**src/rtl/mem_responder_if.sv**
```systemverilog
// Request/response bus between the CPU control FSM and mem_responder.
// The requester holds req until ack; rdata/err are valid with ack.
interface mem_responder_if #(
   parameter int ADDR_W = 16,
   parameter int DATA_W = 16
);
   logic              req;
   logic              we;
   logic [ADDR_W-1:0] addr;
   logic [DATA_W-1:0] wdata;
   logic [DATA_W-1:0] rdata;
   logic              ack;
   logic              err;
   logic              busy;

   modport master (
      output req, we, addr, wdata,
      input  rdata, ack, err, busy
   );

   modport slave (
      input  req, we, addr, wdata,
      output rdata, ack, err, busy
   );
endinterface

```
**src/rtl/mem_responder.sv**
```systemverilog
// Memory responder: req/ack front end for a synchronous block RAM.
// Optional switch/LED I/O window enabled by MEM_RESPONDER_IO_EN.
module mem_responder #(
   parameter int                ADDR_W      = 16,
   parameter int                DATA_W      = 16,
   parameter int                WAIT_STATES = 0,
   parameter logic [ADDR_W-1:0] IO_BASE     = ADDR_W'(16'hFF00)
) (
   input  logic              clk,
   input  logic              rst,
   mem_responder_if.slave    bus,
   output logic [ADDR_W-1:0] ram_addr,
   output logic [DATA_W-1:0] ram_din,
   output logic              ram_we,
   input  logic [DATA_W-1:0] ram_dout,
   input  logic [9:0]        sw_in,
   output logic [9:0]        led_out
);

   typedef enum logic [1:0] {
      S_IDLE,
      S_ACCESS,
      S_RESP
   } state_t;

   state_t            r_state;
   logic [3:0]        r_wait;
   logic              r_store;
   logic              r_is_io;
   logic [ADDR_W-1:0] r_ram_addr;
   logic [DATA_W-1:0] r_ram_din;
   logic              r_ram_we;
   logic              r_ack;
   logic              r_err;
   logic              r_rd_ram;
   logic [DATA_W-1:0] r_rdata;

   logic              w_done;
   logic              w_io_hit;
   logic              w_io_err;
   logic [DATA_W-1:0] w_io_rdata;

   assign w_done = (r_state == S_ACCESS) &&
                   (r_wait == 4'(WAIT_STATES));

`ifdef MEM_RESPONDER_IO_EN
   localparam logic [ADDR_W-1:0] IO_LED = IO_BASE + ADDR_W'(1);

   logic [9:0] r_sw1;
   logic [9:0] r_sw2;
   logic [9:0] r_led;

   always_comb begin
      w_io_hit   = bus.addr >= IO_BASE;
      w_io_err   = r_is_io &&
                   (r_ram_addr != IO_BASE) &&
                   (r_ram_addr != IO_LED);
      w_io_rdata = '0;
      if (r_ram_addr == IO_BASE)
         w_io_rdata[9:0] = r_sw2;
      else if (r_ram_addr == IO_LED)
         w_io_rdata[9:0] = r_led;
   end

   always_ff @(posedge clk) begin
      if (!rst) begin
         r_sw1 <= '0;
         r_sw2 <= '0;
         r_led <= '0;
      end else begin
         r_sw1 <= sw_in;
         r_sw2 <= r_sw1;
         if (w_done && r_is_io && r_store &&
             (r_ram_addr == IO_LED))
            r_led <= r_ram_din[9:0];
      end
   end

   assign led_out = r_led;
`else
   logic w_unused;

   assign w_io_hit   = 1'b0;
   assign w_io_err   = 1'b0;
   assign w_io_rdata = '0;
   assign led_out    = '0;
   assign w_unused   = ^{sw_in, IO_BASE};
`endif

   always_ff @(posedge clk) begin
      if (!rst) begin
         r_state    <= S_IDLE;
         r_wait     <= '0;
         r_store    <= 1'b0;
         r_is_io    <= 1'b0;
         r_ram_addr <= '0;
         r_ram_din  <= '0;
         r_ram_we   <= 1'b0;
         r_ack      <= 1'b0;
         r_err      <= 1'b0;
         r_rd_ram   <= 1'b0;
         r_rdata    <= '0;
      end else begin
         r_ram_we <= 1'b0;
         r_ack    <= 1'b0;
         r_err    <= 1'b0;
         r_rd_ram <= 1'b0;
         unique case (r_state)
            S_IDLE: begin
               if (bus.req) begin
                  r_ram_addr <= bus.addr;
                  r_ram_din  <= bus.wdata;
                  r_store    <= bus.we;
                  r_is_io    <= w_io_hit;
                  r_ram_we   <= bus.we && !w_io_hit;
                  r_wait     <= '0;
                  r_state    <= S_ACCESS;
               end
            end
            S_ACCESS: begin
               if (w_done) begin
                  r_state  <= S_RESP;
                  r_ack    <= 1'b1;
                  r_err    <= w_io_err;
                  r_rd_ram <= !r_store && !r_is_io;
                  if (!r_store && r_is_io)
                     r_rdata <= w_io_rdata;
               end else begin
                  r_wait <= r_wait + 4'd1;
               end
            end
            S_RESP: begin
               r_state <= S_IDLE;
               if (r_rd_ram)
                  r_rdata <= ram_dout;
            end
            default: r_state <= S_IDLE;
         endcase
      end
   end

   // RAM data shows through during RESP, then is held in r_rdata
   assign bus.rdata = r_rd_ram ? ram_dout : r_rdata;
   assign bus.ack   = r_ack;
   assign bus.err   = r_err;
   assign bus.busy  = r_state != S_IDLE;

   // a reset landing on the write cycle must not reach the RAM
   assign ram_we   = r_ram_we && rst;
   assign ram_addr = r_ram_addr;
   assign ram_din  = r_ram_din;

endmodule
```
**src/flat_wrapper.sv**
```systemverilog
// flat-port wrapper written by rule: the top's interface ports become plain ports
module mem_responder_flat 
#(
   parameter int                ADDR_W      = 16,
   parameter int                DATA_W      = 16,
   parameter int                WAIT_STATES = 0,
   parameter logic [ADDR_W-1:0] IO_BASE     = ADDR_W'(16'hFF00)
)
  (clk, rst, ram_addr, ram_din, ram_we, ram_dout, sw_in, led_out, bus_req, bus_we, bus_addr, bus_wdata, bus_rdata, bus_ack, bus_err, bus_busy);
  mem_responder_if #(.ADDR_W(ADDR_W), .DATA_W(DATA_W)) bus_i ();
  input  logic clk;
  input  logic rst;
  output logic [ADDR_W-1:0] ram_addr;
  output logic [DATA_W-1:0] ram_din;
  output logic ram_we;
  input  logic [DATA_W-1:0] ram_dout;
  input  logic [9:0] sw_in;
  output logic [9:0] led_out;
  input wire logic [$bits(bus_i.req)-1:0] bus_req;
  input wire logic [$bits(bus_i.we)-1:0] bus_we;
  input wire logic [$bits(bus_i.addr)-1:0] bus_addr;
  input wire logic [$bits(bus_i.wdata)-1:0] bus_wdata;
  output wire logic [$bits(bus_i.rdata)-1:0] bus_rdata;
  output wire logic [$bits(bus_i.ack)-1:0] bus_ack;
  output wire logic [$bits(bus_i.err)-1:0] bus_err;
  output wire logic [$bits(bus_i.busy)-1:0] bus_busy;
  assign bus_i.req = bus_req;
  assign bus_i.we = bus_we;
  assign bus_i.addr = bus_addr;
  assign bus_i.wdata = bus_wdata;
  assign bus_rdata = bus_i.rdata;
  assign bus_ack = bus_i.ack;
  assign bus_err = bus_i.err;
  assign bus_busy = bus_i.busy;
  mem_responder #(.ADDR_W(ADDR_W), .DATA_W(DATA_W), .WAIT_STATES(WAIT_STATES), .IO_BASE(IO_BASE)) u_core (.clk(clk), .rst(rst), .bus(bus_i), .ram_addr(ram_addr), .ram_din(ram_din), .ram_we(ram_we), .ram_dout(ram_dout), .sw_in(sw_in), .led_out(led_out));
endmodule
```
**config.mk**
```make
export PLATFORM = sky130hd
export DESIGN_NAME = mem_responder_flat
export DESIGN_NICKNAME = d
export VERILOG_FILES = /design/src/rtl/mem_responder_if.sv /design/src/rtl/mem_responder.sv /design/src/flat_wrapper.sv
export SDC_FILE = /design/constraint.sdc
export NUM_CORES = 1
export LEC_CHECK = 0
export ABC_AREA = 1
export BUFFER_PORTS_ARGS = -buffer_cell sky130_fd_sc_hd__buf_2
export CAP_MARGIN = 10
export CORE_UTILIZATION = 45
export CTS_CLUSTER_DIAMETER = 100
export DETAILED_ROUTE_END_ITERATION = 8
export PLACE_DENSITY = 0.86
export SLEW_MARGIN = 20
export SYNTH_ARGS = -nofsm -noshare
export SYNTH_HDL_FRONTEND = slang
export SYNTH_SLANG_ARGS = --single-unit
```
**constraint.sdc**
```tcl
create_clock -name clk -period 1.5 [get_ports clk]
set_input_delay 0.3 -clock clk [delete_from_list [all_inputs] [get_ports clk]]
set_output_delay 0.3 -clock clk [all_outputs]
set_load 0.03 [all_outputs]
```
### Word level (Yosys, flattened, before mapping)

Index checks and enable logic that the tools add are counted.
Widths: inputs -> output; s select.

* register bits after elaboration: 58
* input port bits: 62
* output and inout bits: 62
* logic and storage cells: 40

* $add $sub $neg: 1
* eq/ne operators: 5
* mux-type cells: 9
* bitwise gates (word level): 1
* reductions and logical operators: 15

Operator list (number)
* $mux 16: 2
* $reduce_and 3->1: 4
* $mux 4: 2
* $pmux 4 s2: 1
* $reduce_and 2->1: 3
* $reduce_bool 2->1: 3
* $add 4x1->4 const B: 1
* $logic_not 4->1: 1
* $mux 2: 2
* $ne 2x2->1 const B: 2
* $pmux 2 s2: 1
* $eq 2x1->1 const B: 1
* $eq 2x2->1 const B: 1
* $logic_and 1x1->1: 2
* $logic_not 2->1: 1
* $ne 2x1->1 const B: 1
* $logic_not 1->1: 1
* $mux 1: 1
* $not 1->1: 1

### Depth between registers and ports, before layout

Gate-level depths: netlist of run 1.

* depth after elaboration: 4
* mapped depth: 8
* mapped depth without buffers: 8

### Least setup slack after synthesis of run 1

No wires, ideal clock.

* path kind: flip-flop to output port
* from: register u_core.r_rd_ram
* to: output port bus_rdata[0]
* arrival time: 940 ps
* data required time: 1200 ps
* path slack: 260 ps
* stages on the path, launching flop included: 6
* path buffers: 2
* path through: dfxtp_1 -> buf_2 -> inv_2 -> buf_4 -> nand2_1 -> nand2_1

* cells in the longest elaborated chain, start to end: 1

RTL lines
* start, declared: line mem_responder.sv:35 `logic r_rd_ram;`
* start signal, assigned: line mem_responder.sv:125 `r_rd_ram <= !r_store && !r_is_io;`
* $mux 16: line mem_responder.sv:143 `assign bus.rdata = r_rd_ram ? ram_dout : r_rdata;`
* end, declared: line flat_wrapper.sv:23 `output wire logic [$bits(bus_i.rdata)-1:0] bus_rdata;`

No other way between the ends.

### Worst setup path after layout of run 1

* from: register u_core.r_rd_ram
* to: output port bus_rdata[5]

Same word-level chain as after synthesis.

==> qor.txt, run 1 <==
Status: finished clean
Avg Vias per Cell: 4.774
Total internal power: 0.002939 W
Core Region: 5140 sq um
Sequential power share: 41.4%
Worst vdd ir: 825.1 uV
Root Buffer: clkbuf_8
Cell repeated most along the worst path: nand2_1
Longest Clk Path Bufs: 2
Dpl ws: 0.1949 ns
CTS tree: built
CP max-delay cell: dfxtp_4
Synth Warn #: 0
Cell Pwr Density: 1278 nW/um^2
Reg clk slew, reported paths: 0.06 ns
Fillers: 448
Synth area leaders: dfxtp_1 (48%), nor2_1 (11%), nand2_1 (9.4%), o21ai_0 (5.2%), o21ai_1 (4.7%)
Max-Cap Viols: 0
Chip Width: 75.45 um
Initial drt markers: 75
Final Hold Viols: 0
Initial antenna violation count: 0
Yosys cell types: 25
PortBufs: 102
Dpl hpwl: 3835 um
Die footprint: 5692 sq um
Sw frac: 30.09%
Area leader, netlist: dfxtp_1
H-tree depth: 3
Routed len/inst: 11.35 um
Final worst slack: 0.02595 ns
CP max FO: 7
Max-slew violations: 0
Register Area: 1165 sq um
Total grt overflow: 0
TNS Setup: 0 ns
I/O Pins: 124
Min-delay worst type: primary input to flop
Final setup violation count: 0
RSZ-0062 raised after global routing: true
Antenna cells: 0
Crit path time final: 1.474 ns
Seq/Total Area, Yosys: 47.84%
CP Launch Type: flop
CP required: 1.20 ns
Syn Inst Count: 319
First-pass GRT wire length: 8024 um
CTS Sinks: 58
Cell leakage power: 1.628 nW
Area growth, synth to finish: 35.46%
Nets: 485
GRT Util Overall: 18.99%
Initial Util: 47.22%
Layout cells sized above 1: 36.38%
Hold_buf cts: 0
#FFs+latches synth: 58
Area of the multi-input gates: 1074 sq um
Arr. time, crit path: 1.17 ns
Drt first pass iters: 6
Setup bufs post-CTS: 0
Fmax: 678.4 MHz
DRT antenna net count: 0
Share of power burned in the clock network: 36.1%
CP endpoint kind: output pin
Largest net degree at the start of global routing: 33
Share of the clock period used by the worst path: 98.27%
Vias in the first global route: 1,961
Routed wire length: 5632 um
# rows: 26
Worst-Skew Late Latency: 0.33 ns
Critical-path cell list: buf_8 > nand2_1 > nand2_1 > buf_6
Slowest cell delay on critical path: 0.43 ns
Comb pwr share: 22.4%
Mapped cell area: 2427 sq um
Setup Skew: 0.007118 ns
Switching pwr: 0.001265 W
Num CTS Buffers: 9
Post-synth top area share: 47.84%
Vert. Die Dim: 75.45 um
Post-route DRC: 0
Path type of the worst setup path: flop to output pin
Mean post-synth cell area: 7.609 sq um
Vias after detailed routing: 2,368
Final Wtd Congestion: 0.8041
Most frequent cells in the layout: buf_2 (87), nor2_1 (73), dfxtp_1 (57)
Most common cell after layout, fill and taps aside: buf_2
critical path, delay by kind of cell (launching register included):
family	cells	cell delay (ns)
flip-flops	1	0.43
AND/OR/NAND/NOR	2	0.15
buffers and inverters	2	0.27
through the flow:
| step | power (W) | area (sq um) | hold WS (ns) | util (%) | instances |
|---|---|---|---|---|---|
| after floorplan | 0.002435 | 2465 | 0.3987 | - | 329 |
| after global placement | 0.002621 | 2897 | 0.4367 | 56.35 | 479 |
| after detailed placement | 0.002643 | 2897 | 0.4299 | 56.35 | 479 |
| after CTS | 0.004174 | 3143 | 0.1941 | 61.15 | 495 |
| after global routing | 0.004420 | 3288 | 0.1943 | 63.97 | 496 |
| final | 0.004204 | 3288 | 0.2051 | 63.97 | 496 |
flip-flops by register name, summed over array words and instances (netlist names):
signal           count
u_core.ram_din      16
u_core.r_ram_we      1
u_core.r_wait        4
u_core.r_rd_ram      1
u_core.bus.ack       1
u_core.r_state       2
u_core.ram_addr     16
u_core.r_store       1
u_core.r_rdata      16
Yosys cell counts:
| cell | n |
|---|---|
| a31oi_1 | 16 |
| nand2_1 | 61 |
| inv_1 | 8 |
| o21ai_1 | 23 |
| nand4_1 | 1 |
| nor3_1 | 2 |
| a21oi_1 | 2 |
| nor4_1 | 1 |
| nand2_2 | 2 |
| a31o_2 | 1 |
| buf_4 | 13 |
| conb_1 | 1 |
| clkbuf_1 | 3 |
| o21ai_0 | 25 |
| buf_2 | 9 |
| inv_2 | 5 |
| buf_12 | 1 |
| nand3_1 | 5 |
| buf_6 | 2 |
| dfxtp_1 | 58 |
| ha_1 | 2 |
| buf_8 | 2 |
| nor2_4 | 2 |
| nand3_4 | 1 |
| nor2_1 | 73 |
path summary, 6_finish.rpt:
kind,startpoint,end,slack [ns],cells past startpoint
max,u_core.r_rd_ram$_SDFF_PN0_,bus_rdata[5],0.03,4
min,bus_we,u_core.r_ram_we$_SDFF_PN0_,0.21,3
max reg2reg,u_core.r_wait[0]$_SDFFE_PN0P_,u_core.r_wait[0]$_SDFFE_PN0P_,0.18,8
min reg2reg,u_core.r_store$_SDFFE_PN0P_,u_core.r_rd_ram$_SDFF_PN0_,0.43,1
final cells by class:
type / instances / area share [%]
Sequential cell: 58 / 35.43
Multi-Input combinational cell: 228 / 32.65
Timing Repair Buffer: 111 / 20.97
Clock buffer: 15 / 5.670
Tap cell: 70 / 2.664
Inverter: 13 / 1.712
Clock inverter: 1 / 0.9132
power groups by stage:
stage          sequential (W)  combinational (W)  clock, W
2_1_floorplan         0.00194           0.000498         0
3_3_place_gp          0.00176           0.000858         0
3_5_place_dp          0.00177           0.000874         0
4_1_cts               0.00174           0.000889   0.00155
5_1_grt               0.00176            0.00103   0.00163
6_report              0.00174           0.000944   0.00152
per-layer routing:
metal,up-vias,GRT usage (%),share of wire [%]
li1,1215,-,-
met1,1073,20.36,43
met2,69,32.54,50
met3,11,7.011,5.7
met4,0,10.29,2.0
met5,-,0,0
kinds of logic after synthesis:
group | count (synthesis) | synth area share (%)
other cells | 1 | 0.1545
compound gates | 67 | 14.79
simple gates | 148 | 24.85
fa+ha+maj | 2 | 1.031
buf+inv | 43 | 11.34
flops | 58 | 47.83
what timing repair did:
action                     CTS  global route
gates cloned                 0             1
pin swaps                    0            13
setup endpoints to repair   16            16
gates resized for setup     12            47
(Power assumes the default switching activity.)
==> inputs of run 2 (changes only) <==
--- a/config.mk
+++ b/config.mk
@@ -8,10 +8,12 @@
 export ABC_AREA = 1
 export BUFFER_PORTS_ARGS = -buffer_cell sky130_fd_sc_hd__buf_2
 export CAP_MARGIN = 10
+export CORE_MARGIN = 4
 export CORE_UTILIZATION = 45
 export CTS_CLUSTER_DIAMETER = 100
 export DETAILED_ROUTE_END_ITERATION = 8
 export PLACE_DENSITY = 0.86
+export REMOVE_ABC_BUFFERS = 1
 export SLEW_MARGIN = 20
 export SYNTH_ARGS = -nofsm -noshare
 export SYNTH_HDL_FRONTEND = slang
==> qor.txt, run 2 (same netlist as run 1, synthesis figures left out) <==
Status: finished clean
CTS tree: built
Max-slew violations: 0
Chip Width: 81.45 um
CTS Sinks: 58
Cell leakage power: 1.632 nW
Die footprint: 6633 sq um
Initial drt markers: 88
Crit path time final: 1.480 ns
Min-delay worst type: primary input to flop
Fmax: 675.6 MHz
CP max FO: 8
Dpl hpwl: 4090 um
Final setup violation count: 0
Final Hold Viols: 0
RSZ-0062 raised after global routing: true
Cell Pwr Density: 1254 nW/um^2
Worst vdd ir: 753.1 uV
Worst-Skew Late Latency: 0.32 ns
Most frequent cells in the layout: buf_2 (86), nor2_1 (73), dfxtp_1 (56)
Worst R2R Setup Slack: 0.23 ns
Layout cells sized above 1: 39.57%
Vert. Die Dim: 81.45 um
Avg Vias per Cell: 4.850
DRT antenna net count: 0
Total grt overflow: 0
Core Region: 5172 sq um
H-tree depth: 3
Setup Skew: 0.006115 ns
I/O Pins: 124
Longest Clk Path Bufs: 2
CP Launch Type: flop
Vias in the first global route: 2,089
Nets: 482
Power, Total: 0.004168 W
PortBufs: 102
Share of the clock period used by the worst path: 98.68%
Vias after detailed routing: 2,386
Reg clk slew, reported paths: 0.06 ns
GRT Util Overall: 18.06%
Most common cell after layout, fill and taps aside: buf_2
Root Buffer: clkbuf_8
Num CTS Buffers: 9
Largest net degree at the start of global routing: 33
Path type of the worst setup path: flop to output pin
Drt first pass iters: 4
Routed wire length: 6157 um
First-pass GRT wire length: 9073 um
Arr. time, crit path: 1.18 ns
Initial Util: 46.93%
CP endpoint kind: output pin
Routed len/inst: 12.51 um
Antenna cells: 0
# rows: 26
Area growth, synth to finish: 36.91%
TNS Setup: 0 ns
Initial antenna violation count: 0
Final Wtd Congestion: 0.7551
Post-route DRC: 0
CP required: 1.20 ns
Max-Cap Viols: 0
[run 2: area by class of cell]
type	count	area, sq um
timing repair buffer	108	688.2
fill	462	1849
inverter	13	58.81
multi-input combinational	228	1119
clock buffer	13	168.9
tap	70	87.58
sequential	58	1166
clock inverter	2	35.03
[run 2: timing repair]
action	CTS	global route
hold buffers	0	0
resized for setup	25	55
setup endpoints to repair	16	19
setup buffers	0	0
gates cloned	1	0
pin swaps	0	15
[run 2: worst paths after layout]
kind / from / end / depth (start not counted)
hold / removal: bus_wdata[14] / u_core.ram_din[14]$_SDFFE_PN0P_ / 3
setup reg to reg: u_core.r_state[0]$_SDFFE_PN0P_ / u_core.r_store$_SDFFE_PN0P_ / 5
setup / recovery: u_core.r_rd_ram$_SDFF_PN0_ / bus_rdata[0] / 4
hold reg to reg: u_core.r_store$_SDFFE_PN0P_ / u_core.r_rd_ram$_SDFF_PN0_ / 1
[run 2: power breakdown]
group          switching, W  total, W  internal (W)
logic              0.000642  0.000968      0.000326
registers         0.0000704   0.00174       0.00167
clock network      0.000568   0.00146      0.000892
total               0.00128   0.00417       0.00289
[run 2: per-layer routing]
metal | vias up | track usage (%) | wire length, um
met2 | 89 | 31.11 | 3143
met1 | 1076 | 19.85 | 2421
met3 | 6 | 7.456 | 537
met4 | 0 | 6.588 | 55
met5 | - | 0 | 0
li1 | 1215 | - | -
[run 2: critical path: stages (launching register included)]
cell and delay, ns:
dfxtp_4 0.42, buf_8 0.16, nand2_2 0.07, nand2_2 0.07
buf_6 0.13
[run 2: stage by stage]
step	cell area, sq um	utilization, %	std cells	hold WS [ns]	setup slack, ns
CTS	3161	61.10	492	0.1903	-0.005929
finish	3323	64.25	492	0.2134	0.01979
global placement	2887	55.81	476	0.4183	0.1854
floorplan	2238	-	299	0.3987	0.1759
global route	3323	64.25	492	0.2035	-0.05723
detailed placement	2887	55.81	476	0.4220	0.09919
